## config.mk

```make
export PLATFORM = sky130hd
export DESIGN_NAME = iob_spi_fl_prefetch
export DESIGN_NICKNAME = d
export VERILOG_FILES = /design/src/rtl/iob_spi_fl_prefetch.sv
export SDC_FILE = /design/constraint.sdc
export NUM_CORES = 1
export LEC_CHECK = 0
export BUFFER_PORTS_ARGS = -buffer_cell sky130_fd_sc_hd__clkbuf_2
export CAP_MARGIN = 15
export CORE_MARGIN = 10
export CORE_UTILIZATION = 63
export DETAILED_ROUTE_END_ITERATION = 10
export GPL_ROUTABILITY_DRIVEN = 0
export PLACE_DENSITY = 0.93
export SYNTH_ARGS = -nofsm -noshare
export SYNTH_HDL_FRONTEND = slang
export SYNTH_SLANG_ARGS = --single-unit
```

## constraint.sdc

```tcl
create_clock -name clk -period 7 [get_ports clk]
set_input_delay 0.7 -clock clk [delete_from_list [all_inputs] [get_ports clk]]
set_output_delay 0.7 -clock clk [all_outputs]
set_load 0.1 [all_outputs]
```

## src/rtl/iob_spi_fl_prefetch.sv

```systemverilog
// rtl/iob_spi_fl_prefetch.sv - single-line critical-word-first prefetch buffer in front of the SPI flash reader
//
// Purpose: turns single-word cache reads into wrap-around line fills of 32-bit
// flash reads and serves later hits from a local line buffer.
// Ports:
//   clk, rst_n          clock, asynchronous active-low reset
//   inval               one-cycle pulse, drops all buffered words
//   valid_cache         cache read request, held until ready_cache
//   address_cache       request byte address (bits [1:0] ignored)
//   rdata_cache         read data, valid while ready_cache=1
//   ready_cache         one-cycle completion pulse
//   fl_valid            one-cycle pulse starting one flash word read
//   fl_address          word-aligned flash byte address, held until fl_ready
//   fl_rdata, fl_ready  flash read data and its one-cycle done pulse

module iob_spi_fl_prefetch #(
  parameter int ADDR_W = 24,
  parameter int DATA_W = 32,
  parameter int LINE_W = 2
) (
  input  logic              clk,
  input  logic              rst_n,
  input  logic              inval,
  input  logic              valid_cache,
  input  logic [ADDR_W-1:0] address_cache,
  output logic [DATA_W-1:0] rdata_cache,
  output logic              ready_cache,
  output logic              fl_valid,
  output logic [ADDR_W-1:0] fl_address,
  input  logic [DATA_W-1:0] fl_rdata,
  input  logic              fl_ready
);

  localparam int WORDS = 1 << LINE_W;
  localparam int TAG_W = ADDR_W - LINE_W - 2;

  typedef enum logic [1:0] {S_IDLE, S_ISSUE, S_WAIT} state_t;

  state_t            state_q, state_d;
  logic [TAG_W-1:0]  tag_q, tag_d;
  logic [WORDS-1:0]  vld_q, vld_d;
  logic [LINE_W-1:0] ptr_q, ptr_d;
  logic              discard_q, discard_d;
  logic [DATA_W-1:0] line_q [WORDS];
  logic [DATA_W-1:0] line_d [WORDS];
  logic              ready_q, ready_d;
  logic [DATA_W-1:0] rdata_q, rdata_d;
  logic              fl_valid_q, fl_valid_d;
  logic [ADDR_W-1:0] fl_address_q, fl_address_d;

  logic [TAG_W-1:0]  req_tag;
  logic [LINE_W-1:0] req_idx;
  logic [LINE_W-1:0] ptr_nxt;
  logic [WORDS-1:0]  vld_fill;
  logic              req;
  logic              tag_match;
  logic              hit;
  logic              busy;
  logic              word_ok;
  logic              line_full;
  logic              unused_addr_lsb;

  assign req_tag         = address_cache[ADDR_W-1:LINE_W+2];
  assign req_idx         = address_cache[LINE_W+1:2];
  assign unused_addr_lsb = ^address_cache[1:0];

  // While ready is out the cache is still holding the request it just
  // completed; ignoring valid_cache for that cycle keeps the pulse single.
  assign req       = valid_cache && !ready_q;
  assign tag_match = (req_tag == tag_q);
  assign hit       = req && tag_match && vld_q[req_idx] && !inval;
  assign busy      = (state_q != S_IDLE);

  // A returning word is kept only if no inval hit the fill while it was in flight.
  assign word_ok   = fl_ready && (state_q == S_WAIT) && !discard_q && !inval;
  assign ptr_nxt   = ptr_q + 1'b1;
  assign vld_fill  = vld_q | ({{(WORDS-1){1'b0}}, 1'b1} << ptr_q);
  assign line_full = &vld_fill;

  always_comb begin
    state_d      = state_q;
    tag_d        = tag_q;
    vld_d        = vld_q;
    ptr_d        = ptr_q;
    discard_d    = discard_q;
    line_d       = line_q;
    ready_d      = 1'b0;
    rdata_d      = rdata_q;
    fl_valid_d   = 1'b0;
    fl_address_d = fl_address_q;

    if (inval) begin
      vld_d = '0;
      if (busy) discard_d = 1'b1;
    end

    if (hit) begin
      ready_d = 1'b1;
      rdata_d = line_q[req_idx];
    end

    unique case (state_q)
      S_IDLE: begin
        if (req && !hit) begin
          // Miss: restart the line at the requested word so it returns first.
          state_d      = S_ISSUE;
          tag_d        = req_tag;
          vld_d        = '0;
          ptr_d        = req_idx;
          fl_valid_d   = 1'b1;
          fl_address_d = {req_tag, req_idx, 2'b00};
        end
      end
      S_ISSUE: begin
        state_d = S_WAIT;
      end
      S_WAIT: begin
        if (fl_ready) begin
          ptr_d = ptr_nxt;
          if (word_ok) begin
            line_d[ptr_q] = fl_rdata;
            vld_d[ptr_q]  = 1'b1;
            // A stalled request for exactly this word is answered straight
            // from the incoming data.
            if (req && tag_match && (req_idx == ptr_q)) begin
              ready_d = 1'b1;
              rdata_d = fl_rdata;
            end
          end
          // Stop on a complete line, a discarded word, or a request waiting
          // for another line; the waiting request then misses from IDLE.
          if (!word_ok || line_full || (req && !tag_match)) begin
            state_d   = S_IDLE;
            discard_d = 1'b0;
          end else begin
            state_d      = S_ISSUE;
            fl_valid_d   = 1'b1;
            fl_address_d = {tag_q, ptr_nxt, 2'b00};
          end
        end
      end
      default: begin
        state_d = S_IDLE;
      end
    endcase
  end

  always_ff @(posedge clk or negedge rst_n) begin
    if (!rst_n) begin
      state_q      <= S_IDLE;
      tag_q        <= '0;
      vld_q        <= '0;
      ptr_q        <= '0;
      discard_q    <= 1'b0;
      for (int i = 0; i < WORDS; i++) line_q[i] <= '0;
      ready_q      <= 1'b0;
      rdata_q      <= '0;
      fl_valid_q   <= 1'b0;
      fl_address_q <= '0;
    end else begin
      state_q      <= state_d;
      tag_q        <= tag_d;
      vld_q        <= vld_d;
      ptr_q        <= ptr_d;
      discard_q    <= discard_d;
      line_q       <= line_d;
      ready_q      <= ready_d;
      rdata_q      <= rdata_d;
      fl_valid_q   <= fl_valid_d;
      fl_address_q <= fl_address_d;
    end
  end

  assign ready_cache = ready_q;
  assign rdata_cache = rdata_q;
  assign fl_valid    = fl_valid_q;
  assign fl_address  = fl_address_q;

endmodule

```

Word-level counts from Yosys, hierarchy flattened
Index checks and enable logic that the tools add are counted.
{"block": "op_classes", "n_reduce_logical": 29, "add_sub_neg": 1, "n_bitwise": 4, "n_eq_ne": 7, "n_lt_le_gt_ge": 6, "shifts": 1, "n_mux": 45}
{"operator": "two-way mux 32 bit", "n": 8}
{"operator": "bitwise mux 128 bit", "n": 1}
{"operator": "two-way mux 24 bit", "n": 3}
{"operator": "binary-select mux 32 bit (select 2 bit)", "n": 1}
{"operator": "demux 32 bit (select 2 bit)", "n": 1}
{"operator": "case mux 24 bit (2 select lines)", "n": 1}
{"operator": "equality test 20 bit", "n": 1}
{"operator": "two-way mux 1 bit", "n": 16}
{"operator": "two-way mux 4 bit", "n": 4}
{"operator": "logical AND 1 bit", "n": 12}
{"operator": "two-way mux 2 bit", "n": 4}
{"operator": "bitwise OR 4 bit", "n": 2}
{"operator": "case mux 4 bit (2 select lines)", "n": 1}
{"operator": "AND reduction 4 bit", "n": 2}
{"operator": ">= comparator 3 bit, second input constant", "n": 2}
{"operator": "zero test 1 bit", "n": 6}
{"operator": "less-than comparator 2 x 3 -> 1 bit, second input constant", "n": 2}
{"operator": "!= test 2 bit, second input constant", "n": 3}
{"operator": "NOT 2 -> 3 bit", "n": 2}
{"operator": "case mux 2 bit (3 select lines)", "n": 1}
{"operator": "AND reduction 3 bit", "n": 2}
{"operator": "case mux 2 bit (2 select lines)", "n": 1}
{"operator": "AND reduction 2 bit", "n": 2}
{"operator": "nonzero test 2 bit", "n": 2}
{"operator": "other kinds (12)", "n": 13}
{"block": "word_totals", "out_inout_bits": 58, "word_cells": 106, "ff_bits": 215}

Logic depth before layout (Yosys ltp)
Gate-level depths: netlist (run 1).
{"block": "depth", "ltp_word": 10, "ltp_mapped": 8, "depth_no_buf": 7}

Worst setup path before layout (run 1)
Ideal clock, no wire load.
{"block": "synth_path", "kind": "input port to flip-flop", "startpoint": "input port address_cache[2]", "endpoint": "register rdata_q[16] (netlist: rdata_cache[16])", "setup_ns": 0.125, "t_required_ns": 6.875, "path_buffers": 2, "path_slack_ns": 4.407, "cell_stages": 5, "t_arrival_ns": 2.468, "cell_sequence": "buf_6 -> clkbuf_1 -> mux4_2 -> mux2_1 -> mux2_4"}
{"block": "synth_via", "elab_chain_cells": 9, "elab_cells_between_ends": 15}
{"item": "start: declaration", "line": "25", "source": "input logic [ADDR_W-1:0] address_cache,"}
{"item": "NOT 2 -> 3 bit (not written as such) or binary-select mux 1 bit (select 2 bit) (tied branches)", "line": "99, 71"}
{"item": "binary-select mux 32 bit (select 2 bit) or two-way mux 1 bit (tied branches)", "line": "99, 71"}
{"item": "two-way mux 32 bit (not written as such) or logical AND 1 bit (tied branches) (2 in a row)", "line": "99, 71"}
{"item": "two-way mux 32 bit", "line": "97", "source": "if (hit) begin"}
{"item": "two-way mux 32 bit", "line": "125", "source": "if (req && tag_match && (req_idx == ptr_q)) begin"}
{"item": "two-way mux 32 bit", "line": "120", "source": "if (word_ok) begin"}
{"item": "two-way mux 32 bit", "line": "118", "source": "if (fl_ready) begin"}
{"item": "two-way mux 32 bit *", "line": "102", "source": "unique case (state_q)"}
{"item": "net rdata_d[16]", "line": "47", "source": "logic [DATA_W-1:0] rdata_q, rdata_d;"}
{"item": "end signal: assignment", "line": "168", "source": "rdata_q <= rdata_d;"}
{"item": "end: declaration", "line": "47"}
Mark *: on every way through the listed nets, which the timed path passes. The rest lies on a longest branch. The select of a mux whose other input is x is not followed.
A chain may end at the register's enable or synchronous reset.

Worst setup path after layout (run 1)
{"block": "layout_path", "startpoint": "input port address_cache[2]", "endpoint": "register rdata_q[26] (netlist: rdata_cache[26])"}
Same word-level chain as after synthesis.

==> flow_summary.yaml, run 1 <==
outcome:
  outcome: "completed"
cts:
  cts_buffers: 22
  holdBufCountCts: 0
  cts_tree: "built"
  cts_setup_buffers: 0
  root_buffer: "clkbuf_16"
  cts_resized: 0
  clock-sinks: 213
  cts_buffer_depth: 3
  cts.clk_slew.worst_paths_ns: 0.06
  clk_latency_ns: 0.51
  htreeDepth: 1
routing:
  drt_iter0_markers: 366
  vias: 5965
  postRouteAntennaNets: 0
  wl_per_cell_um: 22.4
  via_per_inst: 5.89
  drtPass1Iterations: 4
  wl_um: 22700
  drcViolationCount: 0
timing:
  rsz0062_at_grt: "no"
  fin_crit_ns: 3.32
  finalSetupViolCount: 0
  skew_ns: 0.0179
  hold_viol: 0
  fin_crit_sh: 0.474
  max_freq_mhz: 302
  fin_setup_tns_ns: 0
  relSlewSlack: 0.338
  report.final.slew_viol_count: 0
  worstMarginPinSlew_ns: 0.990
yosys:
  yosysMostFrequentCell: "dfrtp_1"
  synth.largest_area_cell: "dfrtp_1"
  ys_async_sr_fraction: 1.00
  ys_ff_latch: 213
  synth_commonest_cells: "dfrtp_1 (213), mux2_2 (140), nand2_1 (70)"
  yosysSeqAreaShare: 0.526
  synth_warnings: 0
  netlist_area_um2: 10100
  synth_top_area_share: 0.526
  netlist_instances: 671
  synth.distinct_cells: 44
  avgSynthCellArea_um2: 15.1
  synthTopCellsByArea: "dfrtp_1 (53%), mux2_2 (16%), mux2_4 (9.5%)"
  synth_edf_count: 0
  synthFlopType: "dfrtp_1"
die:
  die_w_um: 147
  ios: 119
  die_area_um2: 21600
  core-area_um2: 15800
  die_h_um: 147
  start_util: 0.640
  row_count: 46
global_route:
  grt.total_usage: 0.209
  antenna_found_initial: 0
  grt_pass1_vias: 6815
  grt_pass1_wl_um: 36600
  grt_max_degree: 127
  gr-total-overflow: 0
setup_path:
  path_cells: "clkbuf_2, buf_4, mux4_2, nand2_1, nor4_4, buf_4, mux2_2, mux2_2"
  critPathRequiredTime_ns: 7.38
  cp_slowest_cell: "nor4_4"
  crit_arrival_ns: 3.69
  worst_setup_path_start_kind: "input port"
  end_kind: "register"
  cp_max_fo: 37
  worstSetupPathType: "in2reg"
  critPathMaxStageDelay_ns: 0.64
hold_path:
  min_path_type: "in2async"
finish:
  seq_area_um2: 5330
  num_antenna_cells: 0
  multi_input_area_um2: 4560
  utilization: 0.739
  drive_above_1_share: 0.524
  fin_nets: 846
  fillers: 871
  syn2layout_area_growth_pct: 15.4
power:
  p_per_area_nw_per_um2: 424
  leakage_nw: 5.97
  ir_drop_uv: 554
place:
  port_buffers: 114
  hpwlAfterDp_um: 14200
run:
  drv_cap: 0
[per-stage QoR]
step / std cells / hold slack, ns / worst slack, ns / cell area (µm²) / power [mW]
after detailed placement: 971 / 0.491 / 3.15 / 10800 / 3.64
after global routing: 1013 / 0.404 / 3.49 / 11700 / 5.17
after CTS: 1011 / 0.401 / 3.65 / 11600 / 4.96
after floorplan: 672 / 0.404 / 4.41 / 10100 / 3.29
after global placement: 971 / 0.481 / 3.18 / 10800 / 3.51
final: 1013 / 0.354 / 3.68 / 11700 / 4.95
[kinds of logic after synthesis]
logic type,synth area share
muxes,0.359
buffers and inverters,0.0253
DFF,0.526
and+or+nand+nor,0.0525
AOI/OAI and AO/OA,0.0126
xor gates and xnor gates,0.0190
other,0.000370
adders and majority gates,0.00494
[layout make-up]
cell class | instances | area share
clock buffers | 30 | 0.0566
clock inverters | 10 | 0.0135
inverters | 6 | 0.00193
multi-input cells | 415 | 0.390
flip-flops and latches | 213 | 0.456
well taps | 216 | 0.0231
repair buffers | 123 | 0.0588
[where the power goes]
part | leakage (nW) | switching (mW) | internal, mW
sequential | 2.79 | 0.282 | 1.67
combinational | 2.78 | 0.986 | 0.723
clock | 0.408 | 0.485 | 0.810
total | 5.97 | 1.75 | 3.20
[layer usage]
metal  routed length [µm]  GRT usage  part of all wire
met2                11800      0.362              0.52
met3                 1440     0.0577             0.063
met1                 9100      0.247              0.40
met5                    0          0                 0
met4                  413     0.0671             0.018
[cell usage in the layout, fill, tap and decap left out, types with 7 or more instances in the layout]
| cell | instances |
|---|---|
| buf_4 | 7 |
| clkbuf_16 | 23 |
| clkbuf_2 | 113 |
| clkbuf_8 | 7 |
| dfrtp_1 | 213 |
| mux2_1 | 30 |
| mux2_2 | 140 |
| mux2_4 | 64 |
| mux4_2 | 33 |
| nand2_1 | 66 |
| xor2_1 | 22 |
[worst max-delay path: cells and delay by family]
kind	cells	cell delay, ns
multiplexers	3	1.05
AND/OR/NAND/NOR	2	0.75
buffers and inverters	3	1.15
[registers in the layout, indices dropped and copies added (netlist names)]
| name | count |
|---|---|
| vld_q | 4 |
| ptr_q | 2 |
| tag_q | 20 |
| rdata_cache | 32 |
| discard_q | 1 |
| state_q | 2 |
| fl_valid | 1 |
| line_q | 128 |
| ready_cache | 1 |
| fl_address | 22 |
[final timing paths]
check | from | to | slack [ns] | cells after the start
min in group clk | fl_ready | state_q[1] | 0.47 | 2
worst min-delay path | rst_n | line_q[67] | 0.35 | 1
worst max-delay path | address_cache[2] | rdata_cache[26] | 3.68 | 8
worst max register to register | tag_q[14] | rdata_cache[26] | 3.78 | 7
worst min register to register | line_q[30] | line_q[30] | 0.50 | 1
max in group asynchronous | rst_n | line_q[54] | 5.30 | 3
(Power assumes the default switching activity.)
==> run 2: changes to the inputs <==
- ABC_AREA: unset -> 1
- CORE_UTILIZATION: 63 -> 53
- PLACE_DENSITY: 0.93 -> 0.85
- clock period: 7 -> 2.8 ns (I/O delays scaled with it)
==> flow_summary.yaml, run 2 <==
timing:
  holdWs_ns: 0.0147
  fin_crit_sh: 0.872
  fin_setup_tns_ns: 0
  hold_viol: 0
  worstMarginPinSlew_ns: 0.835
  max_freq_mhz: 409
  fin_crit_ns: 2.44
  skew_ns: 0.0192
  rsz0062_at_grt: "no"
  finalSetupViolCount: 0
  report.final.slew_viol_count: 0
  relSlewSlack: 0.442
  timing.final.ws_setup_ns: 0.357
yosys:
  synth_adder_area_share: 0.00505
  synth.largest_area_cell: "dfrtp_1"
  netlist_area_um2: 9910
  synth_compound_area_frac: 0.163
  synthFlopType: "dfrtp_1"
  synth_edf_count: 0
  synth_top_family_by_area: "simple AND/OR/NAND/NOR gates"
  yosysSeqAreaShare: 0.538
  avgSynthCellArea_um2: 7.85
  synth_mux_area_frac: 0
  synth-simple-area-share: 0.212
  synth.distinct_cells: 23
  synth-xor-area-share: 0.00618
  yosysMostFrequentCell: "nand2_1"
  netlist_instances: 1263
  ys_ff_latch: 213
  synth_warnings: 0
  synthTopCellsByArea: "dfrtp_1 (54%), nand2_1 (14%), o21ai_0 (14%)"
  ys_async_sr_fraction: 1.00
  synth_top_area_share: 0.538
  synth_commonest_cells: "nand2_1 (379), o21ai_0 (272), dfrtp_1 (213)"
global_route:
  grt.total_usage: 0.202
  gr-total-overflow: 0
  grt_pass1_wl_um: 41600
  grt_max_degree: 77
  grt_pass1_vias: 8542
  antenna_found_initial: 1
setup_path:
  crit_arrival_ns: 2.89
  cp_max_fo: 23
  critPathRequiredTime_ns: 3.25
  end_kind: "register"
  path_cells: "nor2_4, inv_2, nor2_1, inv_2, nor3_4, inv_2, nor2_1, o21ai_1, nand2_1, nand2_1, nand2_1"
  worst_setup_path_start_kind: "register"
  cp_slowest_cell: "nand2_1"
  critPathMaxStageDelay_ns: 0.63
  worstSetupPathType: "reg2reg"
hold_path:
  min_path_type: "in2reg"
die:
  row_count: 49
  ios: 119
  die_area_um2: 24600
  core-area_um2: 18200
  start_util: 0.544
  die_w_um: 157
  die_h_um: 157
finish:
  final_area_um2: 11500
  syn2layout_area_growth_pct: 15.5
  layout.cells.non_filler: 1591
  layout_commonest_cell: "nand2_1"
  final_cell_mix: "nand2_1 (375), o21ai_0 (272), dfrtp_1 (213)"
  fin_nets: 1411
  largest-register: "line_q"
  drive_above_1_share: 0.136
  utilization: 0.629
  fillers: 1477
  largest_reg_flops: 128
routing:
  postRouteAntennaNets: 0
  top_layer: "met4"
  wl_met3_um: 2420
  drcViolationCount: 0
  wl_met2_um: 11900
  vias: 8732
  wl_um: 25200
  drt_iter0_markers: 750
  wl_per_cell_um: 15.8
  drt-met1-wl_um: 10400
  via_per_inst: 5.49
  drtPass1Iterations: 5
outcome:
  outcome: "completed"
run:
  drv_cap: 0
power:
  finalPower_mw: 11.4
  p_per_area_nw_per_um2: 998
  leakage_nw: 5.90
  ir_drop_uv: 975
place:
  hpwlAfterDp_um: 15300
  dpl_cell_area_um2: 10700
  dp.cells: 1549
  port_buffers: 114
  dpl_worst_slack_ns: 0.411
cts:
  cts_resized: 0
  clock-sinks: 213
  clk_latency_ns: 0.51
  cts_setup_buffers: 0
  cts_tree: "built"
  cts_buffers: 23
  htreeDepth: 1
  cts_buffer_depth: 3
  cts.clk_slew.worst_paths_ns: 0.06
  root_buffer: "clkbuf_16"
[run 2: worst max-delay path, delay by kind of cell, from the launching register on]
family	cells	cell delay [ns]
compound gates	1	0.10
buf+inv	3	0.28
flops	1	0.42
simple gates	7	1.57
[run 2: path summary, 6_finish.rpt]
check	from	endpoint	slack, ns	depth (start not counted)
setup reg to reg	state_q[0]	fl_address[10]	0.36	11
max in group asynchronous	rst_n	line_q[103]	1.62	3
hold / removal	fl_rdata[27]	rdata_cache[27]	0.01	3
min in group asynchronous	rst_n	rdata_cache[3]	0.34	2
setup / recovery	state_q[0]	fl_address[10]	0.36	11
hold reg to reg	line_q[83]	line_q[83]	0.48	2
[run 2: timing repair]
item,4_1_cts,5_1_grt
endpoints found under the setup margin,0,0
hold endpoints to repair,72,0
hold buffers,1,0
[run 2: routing by layer]
layer  up-vias  track usage
met4         0       0.0575
met1      4103        0.260
li1       4226            -
met2       363        0.329
met5         -            0
met3        40       0.0532
[run 2: cell families after synthesis]
kind of cell    after synthesis
xor+xnor                      7
compound gates              314
buf+inv                     194
flops                       213
simple gates                530
fa+ha+maj                     4
other cells                   1
[run 2: layout make-up]
type / instances / area [µm²] / share of cell area
sequential: 213 / 5330 / 0.465
antenna: 1 / 2.50 / 0.000219
clock buffer: 29 / 628 / 0.0548
inverter: 116 / 435 / 0.0380
multi-input combinational: 857 / 3860 / 0.337
timing repair buffer: 135 / 764 / 0.0668
clock inverter: 11 / 144 / 0.0126
tap: 229 / 287 / 0.0250
[run 2: report_power, final]
group | switching (mW) | internal, mW
Clock | 1.22 | 1.87
Combinational | 2.56 | 0.963
Sequential | 0.661 | 4.16
Total | 4.44 | 6.99
==> run 3: changes to the inputs <==
- CORE_UTILIZATION: 53 -> 58
- PLACE_DENSITY: 0.85 -> 0.88
- clock period: 2.8 -> 2.7 ns (I/O delays scaled with it)
==> flow_summary.yaml, run 3 (synthesis gave the netlist of run 2 again) <==
power:
  power_frac_seq: 0.425
  p_per_area_nw_per_um2: 1020
  clock_power_share: 0.259
  leakage_nw: 5.92
  p_int_mw: 7.13
  sw_frac_of_total: 0.393
  power.net_switching_mw: 4.62
  combPwrFrac: 0.315
  ir_drop_uv: 1120
hold_path:
  hp-start: "fl_rdata[16]"
  holdPathStages: 3
  min_path_type: "in2reg"
  hold_end: "rdata_cache[16]"
setup_path:
  reg2reg_slack_ns: 0.40
  regToRegStartpoint: "state_q[0]"
  worstSetupStartpoint: "state_q[0]"
  worst_setup_path_start_kind: "register"
  r2r_end: "rdata_cache[17]"
  cp_max_fo: 19
  worstSetupPathType: "reg2reg"
  critPathRequiredTime_ns: 3.10
  crit_arrival_ns: 2.70
  rr_worst_depth: 12
  end_kind: "register"
timing:
  finalSetupViolCount: 0
  fin_setup_tns_ns: 0
  rsz0062_at_grt: "no"
  worstMarginPinSlew_ns: 0.676
  fin_crit_ns: 2.30
  skew_ns: 0.0181
  report.final.slew_viol_count: 0
  hold_viol: 0
  relSlewSlack: 0.549
  max_freq_mhz: 435
  fin_crit_sh: 0.851
cts:
  cts_buffer_depth: 3
  clock-sinks: 213
  htreeDepth: 1
  root_buffer: "clkbuf_16"
  cts_tree: "built"
  clk_latency_ns: 0.51
  cts_setup_buffers: 0
  cts_buffers: 22
  cts.clk_slew.worst_paths_ns: 0.06
place:
  hpwlAfterDp_um: 15500
  dpl_cell_area_um2: 10700
  port_buffers: 114
finish:
  largest-register: "line_q"
  final_area_um2: 11500
  fillers: 1237
  syn2layout_area_growth_pct: 15.7
  largest_reg_flops: 128
  final_cell_mix: "nand2_1 (375), o21ai_0 (272), dfrtp_1 (213)"
  seq_area_um2: 5330
  fin_nets: 1416
  drive_above_1_share: 0.136
  layout_commonest_cell: "nand2_1"
  multi_input_area_um2: 3860
global_route:
  grtUsageMet1: 0.292
  grt_pass1_vias: 8703
  gr-usage-met3: 0.0513
  antenna_found_initial: 1
  gr-total-overflow: 0
  grt_pass1_wl_um: 42400
  grt.total_usage: 0.224
  grt_max_degree: 75
  grt.busiest_layer: "met2"
  use_met2: 0.371
routing:
  drtPass1Iterations: 7
  wl_per_cell_um: 16.2
  vias: 8889
  postRouteAntennaNets: 0
  via_per_inst: 5.60
  drcViolationCount: 0
  wl_um: 25700
  drt_iter0_markers: 835
die:
  row_count: 47
  die_area_um2: 22700
  core-area_um2: 16600
  ios: 119
  start_util: 0.596
  die_w_um: 151
  die_h_um: 151
outcome:
  outcome: "completed"
run:
  drv_cap: 0
## run 3: metal layers
metal / up-vias / wire length, µm
met4: 0 / 363
met1: 4236 / 10600
met2: 371 / 12400
li1: 4239 / -
met5: - / 0
met3: 43 / 2320
## run 3: critical path: stages, from the launching register on
cell and delay (ns):
dfrtp_1 0.41, nor2_4 0.13, inv_2 0.09, nor2_1 0.12
inv_2 0.07, nor3_4 0.36, inv_2 0.11, nor3_4 0.12
buf_4 0.26, nand2_1 0.10, buf_4 0.23, nand2_1 0.12
nand2_1 0.06
## run 3: metrics by stage
stage / hold slack (ns) / util / power [mW] / std cells / setup WS [ns]
after global routing: 0.0100 / 0.689 / 12.5 / 1585 / 0.215
after CTS: 0.000677 / 0.689 / 11.8 / 1585 / 0.429
after detailed placement: 0.325 / 0.643 / 8.68 / 1543 / 0.438
final: 0.00665 / 0.689 / 11.8 / 1586 / 0.401
after global placement: 0.329 / 0.643 / 8.50 / 1543 / 0.527
after floorplan: -0.0256 / - / 7.78 / 1264 / 0.584
## run 3: power groups by stage
stage	registers [mW]	clock network [mW]	logic, mW
after CTS	4.98	3.08	3.73
after detailed placement	5.01	0	3.67
after global routing	5.13	3.22	4.13
after floorplan	6.01	0	1.77
after global placement	4.96	0	3.54
final	5.00	3.05	3.71
## run 3: what timing repair did
item | 4_1_cts | 5_1_grt
resized for setup | 0 | 0
endpoints found under the hold margin | 73 | 0
hold buffers | 4 | 0
setup endpoints to repair | 0 | 0
## run 3: worst max path at each step
stage	end	slack, ns
detailed placement	rdata_cache[13]	0.44
global placement	rdata_cache[23]	0.53
CTS	line_q[59]	0.43
global route	rdata_cache[17]	0.21
finish	rdata_cache[17]	0.40
floorplan	rdata_cache[0]	0.58
## run 3: final cells by class
cell class,count,area share
flip-flops and latches,213,0.465
multi-input cells,857,0.337
repair buffers,141,0.0734
clock buffers,29,0.0538
inverters,116,0.0380
well taps,220,0.0240
clock inverters,9,0.00927
diodes,1,0.000218
